**src/rtl/mul_arbiter.sv**
```systemverilog
// Round-robin arbiter that shares one signed fixed-point multiplier between NUM_REQ requesters.
// Optional busy-cycle counter output perf_busy_cnt is enabled by defining MUL_ARB_PERF_CNT_EN.

module multiplier #(
    parameter int A_WIDTH   = 16,
    parameter int B_WIDTH   = 16,
    parameter int OUT_WIDTH = 32,
    parameter int OUT_SCALE = 16
) (
    input  logic signed [A_WIDTH-1:0]   i_a,
    input  logic signed [B_WIDTH-1:0]   i_b,
    output logic signed [OUT_WIDTH-1:0] o_p
);
    localparam int PW = A_WIDTH + B_WIDTH;

    // Widen before shifting so OUT_WIDTH > PW still sees a correctly sign-extended result.
    function automatic logic signed [OUT_WIDTH-1:0] scale_trunc(input logic signed [PW-1:0] prod);
        logic signed [PW+OUT_WIDTH-1:0] ext;
        ext = {{OUT_WIDTH{prod[PW-1]}}, prod};
        return OUT_WIDTH'(ext >>> OUT_SCALE);
    endfunction

    logic signed [PW-1:0] w_a_ext;
    logic signed [PW-1:0] w_b_ext;
    logic signed [PW-1:0] w_prod;

    assign w_a_ext = {{B_WIDTH{i_a[A_WIDTH-1]}}, i_a};
    assign w_b_ext = {{A_WIDTH{i_b[B_WIDTH-1]}}, i_b};
    assign w_prod  = w_a_ext * w_b_ext;
    assign o_p     = scale_trunc(w_prod);
endmodule

module mul_arbiter #(
    parameter int  NUM_REQ   = 4,
    parameter int  A_WIDTH   = 16,
    parameter int  B_WIDTH   = 16,
    parameter int  OUT_WIDTH = 32,
    parameter int  OUT_SCALE = 16,
    localparam int ID_W      = $clog2(NUM_REQ)
) (
    input  logic                         clk,
    input  logic                         arst,
    input  logic [NUM_REQ-1:0]           req_valid,
    output logic [NUM_REQ-1:0]           req_ready,
    input  logic [NUM_REQ*A_WIDTH-1:0]   req_a,
    input  logic [NUM_REQ*B_WIDTH-1:0]   req_b,
    output logic                         rsp_valid,
    input  logic                         rsp_ready,
    output logic [ID_W-1:0]              rsp_id,
    output logic signed [OUT_WIDTH-1:0]  rsp_data
`ifdef MUL_ARB_PERF_CNT_EN
    ,
    output logic [31:0]                  perf_busy_cnt
`endif
);
    typedef enum logic [1:0] {S_IDLE, S_EXEC, S_RESP} state_t;

    state_t                      r_state;
    logic [ID_W-1:0]             r_rr_ptr;
    logic signed [A_WIDTH-1:0]   r_op_a_p0;
    logic signed [B_WIDTH-1:0]   r_op_b_p0;
    logic [ID_W-1:0]             r_op_id_p0;
    logic                        r_vld_p1;
    logic [ID_W-1:0]             r_rsp_id_p1;
    logic signed [OUT_WIDTH-1:0] r_rsp_data_p1;

    logic                        w_any;
    logic                        w_take;
    logic [ID_W-1:0]             w_gnt_id;
    logic [ID_W-1:0]             w_rr_next;
    logic signed [A_WIDTH-1:0]   w_sel_a;
    logic signed [B_WIDTH-1:0]   w_sel_b;
    logic signed [OUT_WIDTH-1:0] w_mul_p;

    assign w_any  = |req_valid;
    // A grant is possible from IDLE, or from RESP in the same cycle the response is consumed.
    assign w_take = w_any && ((r_state == S_IDLE) || ((r_state == S_RESP) && rsp_ready));

    // Scan downward so the requester closest to r_rr_ptr is assigned last and wins.
    always_comb begin
        w_gnt_id = r_rr_ptr;
        for (int k = NUM_REQ - 1; k >= 0; k--) begin
            logic [ID_W:0]   sum;
            logic [ID_W-1:0] idx;
            sum = {1'b0, r_rr_ptr} + (ID_W+1)'(k);
            if (sum >= (ID_W+1)'(NUM_REQ))
                sum = sum - (ID_W+1)'(NUM_REQ);
            idx = sum[ID_W-1:0];
            if (req_valid[idx])
                w_gnt_id = idx;
        end
    end

    assign w_rr_next = (w_gnt_id == ID_W'(NUM_REQ - 1)) ? '0 : w_gnt_id + ID_W'(1);
    assign w_sel_a   = req_a[int'(w_gnt_id)*A_WIDTH +: A_WIDTH];
    assign w_sel_b   = req_b[int'(w_gnt_id)*B_WIDTH +: B_WIDTH];

    always_comb begin
        req_ready = '0;
        if (w_take && !arst)
            req_ready[w_gnt_id] = 1'b1;
    end

    multiplier #(
        .A_WIDTH  (A_WIDTH),
        .B_WIDTH  (B_WIDTH),
        .OUT_WIDTH(OUT_WIDTH),
        .OUT_SCALE(OUT_SCALE)
    ) u_mul (
        .i_a(r_op_a_p0),
        .i_b(r_op_b_p0),
        .o_p(w_mul_p)
    );

    always_ff @(posedge clk or posedge arst) begin
        if (arst) begin
            r_state       <= S_IDLE;
            r_rr_ptr      <= '0;
            r_op_a_p0     <= '0;
            r_op_b_p0     <= '0;
            r_op_id_p0    <= '0;
            r_vld_p1      <= 1'b0;
            r_rsp_id_p1   <= '0;
            r_rsp_data_p1 <= '0;
        end else begin
            case (r_state)
                S_IDLE: begin
                    if (w_take)
                        r_state <= S_EXEC;
                end
                // p0 -> p1: operands held a full period through the multiplier, product captured.
                S_EXEC: begin
                    r_rsp_data_p1 <= w_mul_p;
                    r_rsp_id_p1   <= r_op_id_p0;
                    r_vld_p1      <= 1'b1;
                    r_state       <= S_RESP;
                end
                S_RESP: begin
                    if (rsp_ready) begin
                        r_vld_p1 <= 1'b0;
                        r_state  <= w_take ? S_EXEC : S_IDLE;
                    end
                end
                default: r_state <= S_IDLE;
            endcase

            // grant -> p0: capture the winner's operands and advance the pointer past it.
            if (w_take) begin
                r_op_a_p0  <= w_sel_a;
                r_op_b_p0  <= w_sel_b;
                r_op_id_p0 <= w_gnt_id;
                r_rr_ptr   <= w_rr_next;
            end
        end
    end

    assign rsp_valid = r_vld_p1;
    assign rsp_id    = r_rsp_id_p1;
    assign rsp_data  = r_rsp_data_p1;

`ifdef MUL_ARB_PERF_CNT_EN
    logic [31:0] r_busy_cnt;

    always_ff @(posedge clk or posedge arst) begin
        if (arst)
            r_busy_cnt <= '0;
        else if (((r_state == S_EXEC) || (r_state == S_RESP)) && (r_busy_cnt != 32'hFFFF_FFFF))
            r_busy_cnt <= r_busy_cnt + 32'd1;
    end

    assign perf_busy_cnt = r_busy_cnt;
`endif
endmodule

```
**config.mk**
```make
export PLATFORM = sky130hd
export DESIGN_NAME = mul_arbiter
export DESIGN_NICKNAME = d
export VERILOG_FILES = /design/src/rtl/mul_arbiter.sv
export SDC_FILE = /design/constraint.sdc
export NUM_CORES = 1
export LEC_CHECK = 0
export CELL_PAD_IN_SITES_DETAIL_PLACEMENT = 0
export CELL_PAD_IN_SITES_GLOBAL_PLACEMENT = 1
export CORE_MARGIN = 2
export CORE_UTILIZATION = 40
export CTS_BUF_LIST = sky130_fd_sc_hd__clkbuf_8 sky130_fd_sc_hd__clkbuf_16
export CTS_CLUSTER_SIZE = 10
export DETAILED_ROUTE_END_ITERATION = 12
export GPL_TIMING_DRIVEN = 0
export HOLD_SLACK_MARGIN = 0.03
export PLACE_DENSITY = 0.83
export SLEW_MARGIN = 20
export SYNTH_ARGS = -nofsm -noshare
export SYNTH_HDL_FRONTEND = slang
export SYNTH_SLANG_ARGS = --single-unit
```
**constraint.sdc**
```tcl
create_clock -name clk -period 8.2 [get_ports clk]
set_input_delay 1.23 -clock clk [delete_from_list [all_inputs] [get_ports clk]]
set_output_delay 1.23 -clock clk [all_outputs]
set_load 0.02 [all_outputs]
```
==> metrics, run 1 <==
Post-CTS Setup Bufs 0; synthesized net count 2003; crit-path leading delay family adder cells; worst reg2reg startpoint r_op_b_p0[1]; reg2reg setup slack 1.34 ns; Root Buffer clkbuf_16; Post-Route WL around 36000 um; Core ar. around 32000 um2; Skew-Pair Late Insertion Delay ~0.34 ns; sequential-to-total area share from yosys stat roughly 11%; largest fanout on the critical path 10; hold_sp r_op_id_p0[0]; Peak Freq between 0.1 and 0.15 GHz; CP Launch Type flop; hold depth 2; Period minus WS final between 6 and 7 ns; Vias/cell a little over 5; worst-margin pin slew slightly below 0.8 ns; TritonCTS clock tree done; number of synthesized flops with an enable pin 0; count of cell types in the netlist 53; pin count of the biggest net entering global routing 46; CTS Hold Bufs 0; CP required about 8.5 ns; HP Class reg -> reg; buffers and inverters on the worst path 4; status finished clean; r2r worst-path depth 18; clock sinks 57; Synth Area per Inst ~8.5 um2; Yosys reg bits 57; Final period util between 80% and 90%; setup_tns 0 ns; hold endpoint rsp_id[0]; num rows between 60 and 70; Post-DP HPWL 30600 um; Crit path depth 18; initial antenna violation count 0; Worst setup EP type flop; Vias 10.6k; DRT iter0 DRCs 690; crit path kind reg -> reg; Antenna diodes 0; PortBufs 173; mapped cell area 12900 um2; global-route wire length before repair 58700 um; Layout fillers approximately 3k; die footprint 33800 um2; slew margin rel. 48.5%; Area Growth Syn to Fin 19.9%; fin nets between 2k and 2.5k; cell breakdown of the critical path clkbuf_1, nand2_1, inv_1, fa_1, fa_1, fa_1, fa_1, fa_1, inv_1, fa_1, inv_1, ha_1, and4_1, a221o_1, a22o_4, nor4_2, o211ai_1, a31oi_1; CTS Buffer Depth 2; slowest stage cell, crit path fa_1; Final setup viols 0; wire per inst about 17 um; DRC 0; H-tree levels 3; RSZ-0062 raised after global routing false; Die W around 180 um; drt first pass iters 5; Arr. time, crit path 7.12 ns; most common cell after layout, fill and taps aside nand2_1; layout cells sized above 1 3.62%; Die Y roughly 180 um; antenna-violating nets left 0; Initial Util roughly two fifths; ys async rst share between 90% and 100%; CTS buffer count 9; Top FF cell, synth dfrtp_1; Reg clk slew, reported paths approximately 0.06 ns; most frequent cells in the layout nand2_1, inv_1, fa_1, clkdlybuf4s50_1, and2_1; max-slew violation count 0; Max stage delay on crit path approximately 0.85 ns; Ports around 170; synth warn 0; Post-Syn Instances between 1.5k and 2k; # resized after CTS 0; CP most frequent cell fa_1; gpl congestion ~0.90; max cap viols 0; total gr overflow 0; GRT Overall Usage between 20% and 30%; Fin. Hold Viols 0; vias in the first global route 11.0k; r2r endpoint rsp_data[15]; Final Skew around 0.0087 ns
[worst max-delay path by stage]
| stage | startpoint | slack (ns) | end |
|---|---|---|---|
| global route | r_op_b_p0[1] | 1.07 | rsp_data[15] |
| detailed placement | r_op_b_p0[1] | 1.37 | rsp_data[15] |
| finish | r_op_b_p0[1] | 1.34 | rsp_data[15] |
| global placement | r_op_b_p0[4] | 1.49 | rsp_data[15] |
| floorplan | r_op_a_p0[15] | 2.21 | rsp_data[13] |
| CTS | r_op_b_p0[1] | 1.36 | rsp_data[15] |
[flip-flops by register name (all words and copies together) (netlist names)]
| name | cells |
|---|---|
| r_op_id_p0 | 2 |
| r_rr_ptr | 2 |
| rsp_data | 16 |
| r_op_b_p0 | 16 |
| rsp_id | 2 |
| r_state | 2 |
| rsp_valid | 1 |
| r_op_a_p0 | 16 |
[cells by family after synthesis]
logic type,count (synthesis),synth area share [%]
compound gates,146,6.97
xor+xnor,20,1.36
fa+ha+maj,344,48.5
buf+inv,399,12.2
flops,57,11.0
mux,1,0.0775
simple gates,557,19.9
[Yosys cell counts (all sizes together), types with 2 or more instances]
cell type / count / share of area, %
nand2: 342 / 9.9
inv: 316 / 9.2
fa: 261 / 40
and2: 121 / 5.9
o21ai: 84 / 3.3
ha: 83 / 8.0
dfrtp: 57 / 11
clkbuf: 50 / 1.5
nand3: 34 / 1.3
buf: 33 / 1.6
nor2: 16 / 0.46
xnor2: 16 / 1.1
a21oi: 15 / 0.58
and3: 11 / 0.53
nand2b: 9 / 0.44
nor2b: 8 / 0.39
o211ai: 8 / 0.50
a21o: 6 / 0.35
o21a: 6 / 0.38
a211oi: 5 / 0.29
nor3: 4 / 0.24
o31ai: 4 / 0.31
xor2: 4 / 0.27
and4: 3 / 0.20
nand4: 3 / 0.15
a211o: 2 / 0.14
a31oi: 2 / 0.097
nor4: 2 / 0.15
o2111ai: 2 / 0.14
o211a: 2 / 0.15
o221ai: 2 / 0.14
[area by class of cell]
cell class | count | area [um2] | area share (%)
well taps | 402 | 503 | 3.25
clock inverters | 7 | 78.8 | 0.509
flip-flops and latches | 57 | 1430 | 9.21
repair buffers | 174 | 1760 | 11.4
plain buffers | 83 | 392 | 2.53
clock buffers | 9 | 225 | 1.45
inverters | 316 | 1190 | 7.67
multi-input cells | 1068 | 9920 | 64.0
[per-layer routing]
layer / track usage, % / part of all wire [%] / up-vias
li1: - / - / 4912
met1: 30.7 / 44 / 5376
met2: 37.6 / 49 / 296
met3: 3.51 / 5.6 / 51
met4: 4.99 / 1.9 / 0
met5: 0 / 0 / -
[stage by stage]
stage	utilization [%]	std cells	area [um2]	hold slack [ns]	setup slack, ns
final	48.8	2116	15500	0.470	1.34
after CTS	48.8	2116	15500	0.467	1.36
after floorplan	-	1524	12900	0.439	2.21
after global placement	47.8	2099	15200	0.461	1.49
after global routing	48.8	2116	15500	0.503	1.07
after detailed placement	47.9	2100	15200	0.463	1.37
[tightest hold or removal path, delay by kind of cell (launching register included)]
family	cells	cell delay, ns
flip-flops	1	0.34
AND/OR/NAND/NOR	2	0.10
Power of run 1 is left out: the tool's default activity adds up to more than one toggle a clock period on the data nets, which glitch-free logic cannot reach.
==> run 2: changes to the inputs <==
- CORE_UTILIZATION: 40 -> 39
- PLACE_DENSITY: 0.83 -> 0.84
- clock period: 8.2 -> 5.8 ns (I/O delays scaled with it)
==> run 2 against run 1 <==
The flow now finishes with violations (negative setup slack). Core utilization rose by 1.9 points. Global-route usage rose by 0.35 points. Routed wire length rose by 5.7%. Via count rose by 2.3%. Critical path depth did not move. Clock skew rose by 0.0040 ns. Maximum frequency rose by 18%. Critical path type unchanged. Critical endpoint is now rsp_data[13].
==> metrics, run 2 (synthesis results as in run 1) <==
HP Class reg -> reg; CTS Buffer Depth 2; DRT iter0 DRCs 762; pin count of the biggest net entering global routing 48; CP Launch Type flop; worst reg2reg startpoint r_op_b_p0[11]; Core ar. 32600 um2; CP required between 6 and 7 ns; Ports approximately 170; failing checks negative setup slack; antenna-violating nets left 0; total gr overflow 0; Reg clk slew, reported paths around 0.07 ns; Final Skew approximately 0.013 ns; Layout Cells excl Fill 2205; CTS Hold Bufs 0; H-tree levels 3; Post-DP HPWL roughly 30000 um; hold depth 2; CTS buffer count 9; die footprint 34600 um2; global-route wire length before repair roughly 60000 um; TritonCTS clock tree done; Placed Instances approximately 2.1k; wire per inst 17.3 um; worst-margin pin slew between 0.7 and 0.8 ns; reg2reg setup slack -0.008 ns; vias in the first global route around 11k; PortBufs between 150 and 200; Die Y 186 um; Post-Route WL 38200 um; most frequent cells in the layout nand2_1, inv_1, fa_1, clkdlybuf4s50_1, and2_1; drt first pass iters 5; fin area around 17000 um2; largest fanout on the critical path 10; hold_sp rsp_data[2]; r2r endpoint rsp_data[13]; fin nets between 2k and 2.5k; setup ws final -0.00775 ns; max-slew violation count 0; Die W roughly 190 um; dpl ws -0.969 ns; gpl congestion ~0.92; Final setup viols 2; Initial Util around two fifths; Fin. Hold Viols 0; Root Buffer clkbuf_16; DP Area between 15000 and 20000 um2; Vias ~11k; Worst setup EP type flop; Skew-Pair Late Insertion Delay ~0.35 ns; Arr. time, crit path just over 6 ns; max cap viols 0; status finished with violations; layout cells sized above 1 about an eighth; DRC 0; initial antenna violation count 2; Peak Freq about 0.17 GHz; slew margin rel. between 50% and 60%; clock sinks 57; hold endpoint rsp_data[2]; Area Growth Syn to Fin 28.1%; r2r worst-path depth 18; crit path kind reg -> reg; setup_tns -0.0141 ns; GRT Overall Usage 22.8%; most common cell after layout, fill and taps aside nand2_1; Final period util 100%; Period minus WS final roughly 5.8 ns; RSZ-0062 raised after global routing true; num rows between 60 and 70; Vias/cell 4.93
[run 2: cell types whose count changed in the layout (fill, tap and decap cells not counted), sizes merged]
cell | previous run | this run
diode | 0 | 1
buf | 34 | 93
clkinv | 1 | 2
clkinvlp | 3 | 2
inv | 318 | 317
bufinv | 1 | 2
clkbuf | 59 | 48
[run 2: metrics by stage]
step	utilization, %	hold slack (ns)
2_1_floorplan	-	0.439
3_3_place_gp	46.7	0.463
3_5_place_dp	46.7	0.468
4_1_cts	49.9	0.482
5_1_grt	50.7	0.499
6_report	50.7	0.475
[run 2: worst max-delay path, stage by stage, from the launching register on]
cell and delay [ns]:
dfrtp_2 0.45, clkbuf_4 0.26, nand2_1 0.09, fa_1 0.51, inv_1 0.06, fa_1 0.59, fa_1 0.47, fa_1 0.51
fa_1 0.49, inv_1 0.05, fa_1 0.49, inv_2 0.04, ha_4 0.23, and4_4 0.17, a221o_1 0.40, a22o_4 0.28
nor3_4 0.30, o21a_2 0.21, o211ai_1 0.09
[run 2: area by class of cell]
type	instances	area, um2
Antenna cell	1	2.50
Buffer	80	632
Clock buffer	9	225
Clock inverter	7	103
Fill cell	3060	16100
Inverter	316	1190
Multi-Input combinational cell	1068	10200
Sequential cell	57	1460
Tap cell	442	553
Timing Repair Buffer	225	2180
[run 2: layer usage]
metal	wire (um)	global-route usage, %	vias to the layer above
met4	966	6.17	0
li1	-	-	5013
met3	2520	3.66	64
met5	0	0	-
met2	18900	38.5	399
met1	15800	30.3	5400
[run 2: repair_timing]
item                       in CTS  in global routing
cloned                          0                  1
pin swaps                      32                 39
resized for setup             139                 47
setup buffers                  34                 17
setup endpoints to repair      16                 14
[run 2: worst max-delay path by stage]
stage / cells after the start / to / startpoint
after detailed placement: 20 / rsp_data[15] / r_op_b_p0[9]
final: 18 / rsp_data[13] / r_op_b_p0[11]
after global placement: 20 / rsp_data[15] / r_op_b_p0[9]
after CTS: 19 / rsp_data[15] / r_op_a_p0[15]
after global routing: 21 / rsp_data[7] / r_op_b_p0[10]
after floorplan: 18 / rsp_data[13] / r_op_a_p0[15]
Power of run 2 is left out for the same reason.
==> run 3: changes to the inputs <==
- CORE_UTILIZATION: 39 -> 30
- PLACE_DENSITY: 0.84 -> 0.68
==> run 3 against run 2 <==
The flow still finishes with violations (negative setup slack). Setup slack got worse by 0.062 ns. Routed wire length increased by 4.1%. Sequential cell count unchanged. Worst hold slack improved by 0.0047 ns. Sequential share of layout area about the same. Largest cell class unchanged.
==> metrics, run 3 (synthesis results as in run 1) <==
r2r endpoint rsp_data[14]; largest fanout on the critical path 6; DRC 0; hold depth 2; grt met2 use about 30%; Die W 212 um; global-route wire length before repair between 60000 and 70000 um; hold endpoint rsp_data[1]; layout cells sized above 1 between 10 and 15%; CTS Buffer Depth 2; Final setup viols 7; GRT busiest layer met2; hold_sp rsp_data[1]; setup ws final -0.0701 ns; GRT Overall Usage 18.1%; clock sinks 57; worst-margin pin slew between 0.7 and 0.8 ns; grt met3 use approximately 2.3%; Arr. time, crit path 6.16 ns; Peak Freq around 0.17 GHz; crit path kind reg -> reg; Skew-Pair Late Insertion Delay 0.36 ns; status finished with violations; die footprint between 40000 and 50000 um2; DRT iter0 DRCs around 440; Ports ~170; max cap viols 0; initial antenna violation count 1; Crit. Startpoint r_op_b_p0[4]; gpl congestion 0.853; Period minus WS final a little under 6 ns; Fin. Hold Viols 0; antenna-violating nets left 0; failing checks negative setup slack; TritonCTS clock tree done; vias in the first global route about 11k; end-of-flow core utilization 38.7%; H-tree levels 3; pin count of the biggest net entering global routing 46; num rows 76; slew margin rel. about 51%; most frequent cells in the layout nand2_1, inv_1, fa_1, clkdlybuf4s50_1, and2_1; cell breakdown of the critical path buf_12, buf_6, and2_4, fa_1, inv_2, fa_2, inv_2, fa_1, fa_2, fa_1, inv_2, fa_1, inv_2, ha_4, o211ai_1, a21oi_2, and3_4, o21a_4, nor3_4, a211o_1, a31oi_1; met1 Use GR 24.9%; most common cell after layout, fill and taps aside nand2_1; Final period util 101%; total gr overflow 0; CTS Hold Bufs 0; Area Growth Syn to Fin 28.2%; CP Launch Type flop; Die Y 212 um; Worst setup EP type flop; Final Skew about 0.011 ns; wire per inst between 15 and 20 um; drt first pass iters 6; Post-DP HPWL approximately 32000 um; Max stage delay on crit path between 0.5 and 0.6 ns; Vias/cell approximately 4.6; Reg clk slew, reported paths about 0.060 ns; CP required about 6 ns; PortBufs 173; Root Buffer clkbuf_16; RSZ-0062 raised after global routing true; slowest stage cell, crit path fa_2; setup_tns -0.229 ns; HP Class reg -> reg; r2r worst-path depth 21; Core ar. 42800 um2; CTS buffer count 9; fin nets approximately 2.2k; Vias between 10k and 15k; max-slew violation count 0; worst reg2reg startpoint r_op_b_p0[4]; hold slack 0.480 ns; Post-Route WL about 40000 um; reg2reg setup slack -0.07 ns; Initial Util between 30% and 40%
-- run 3: cell count changes in the layout (fill, tap and decap cells not counted), sizes merged --
cell / change
clkbuf: +6
inv: -2
clkinv: +1
buf: -14
bufinv: -1
clkinvlp: +1
-- run 3: per-layer routing --
metal / vias up / part of all wire, %
met5: - / 0
met4: 0 / 1.5
met3: 37 / 4.5
met2: 249 / 49
met1: 5398 / 45
li1: 4990 / -
-- run 3: worst max path at each step --
| stage | endpoint | depth (start not counted) |
|---|---|---|
| floorplan | rsp_data[13] | 18 |
| global placement | rsp_data[15] | 20 |
| detailed placement | rsp_data[15] | 20 |
| CTS | rsp_data[12] | 21 |
| global route | rsp_data[14] | 21 |
| finish | rsp_data[14] | 21 |
-- run 3: metrics by stage --
stage	instances	cell area, um2	setup slack, ns
after floorplan	1524	12900	0.00987
after detailed placement	2244	15400	-0.963
after CTS	2293	16400	0.00278
after global routing	2299	16600	-0.250
final	2300	16600	-0.0701
after global placement	2243	15300	-0.952
-- run 3: critical path, delay by kind of cell, from the launching register on --
kind	cells	cell delay (ns)
flip-flops	1	0.44
adder cells (fa/ha/maj)	7	3.44
AO/OA/AOI/OAI	5	1.04
AND/OR/NAND/NOR	3	0.46
buffers and inverters	6	0.43
-- run 3: what timing repair did --
action / 4_1_cts / 5_1_grt
gates cloned: 1 / 0
buffers inserted: 36 / 8
setup endpoints to repair: 16 / 15
pin swaps: 19 / 40
resized for setup: 132 / 35
-- run 3: final cells by class --
| cell class | instances | area [um2] |
|---|---|---|
| multi-input cells | 1068 | 10200 |
| plain buffers | 80 | 623 |
| repair buffers | 217 | 2140 |
| clock buffers | 9 | 225 |
| clock inverters | 6 | 60.1 |
| flip-flops and latches | 57 | 1460 |
| diodes | 1 | 2.50 |
| fillers | 4421 | 26200 |
| well taps | 546 | 683 |
| inverters | 316 | 1190 |
Power of run 3 is left out for the same reason.
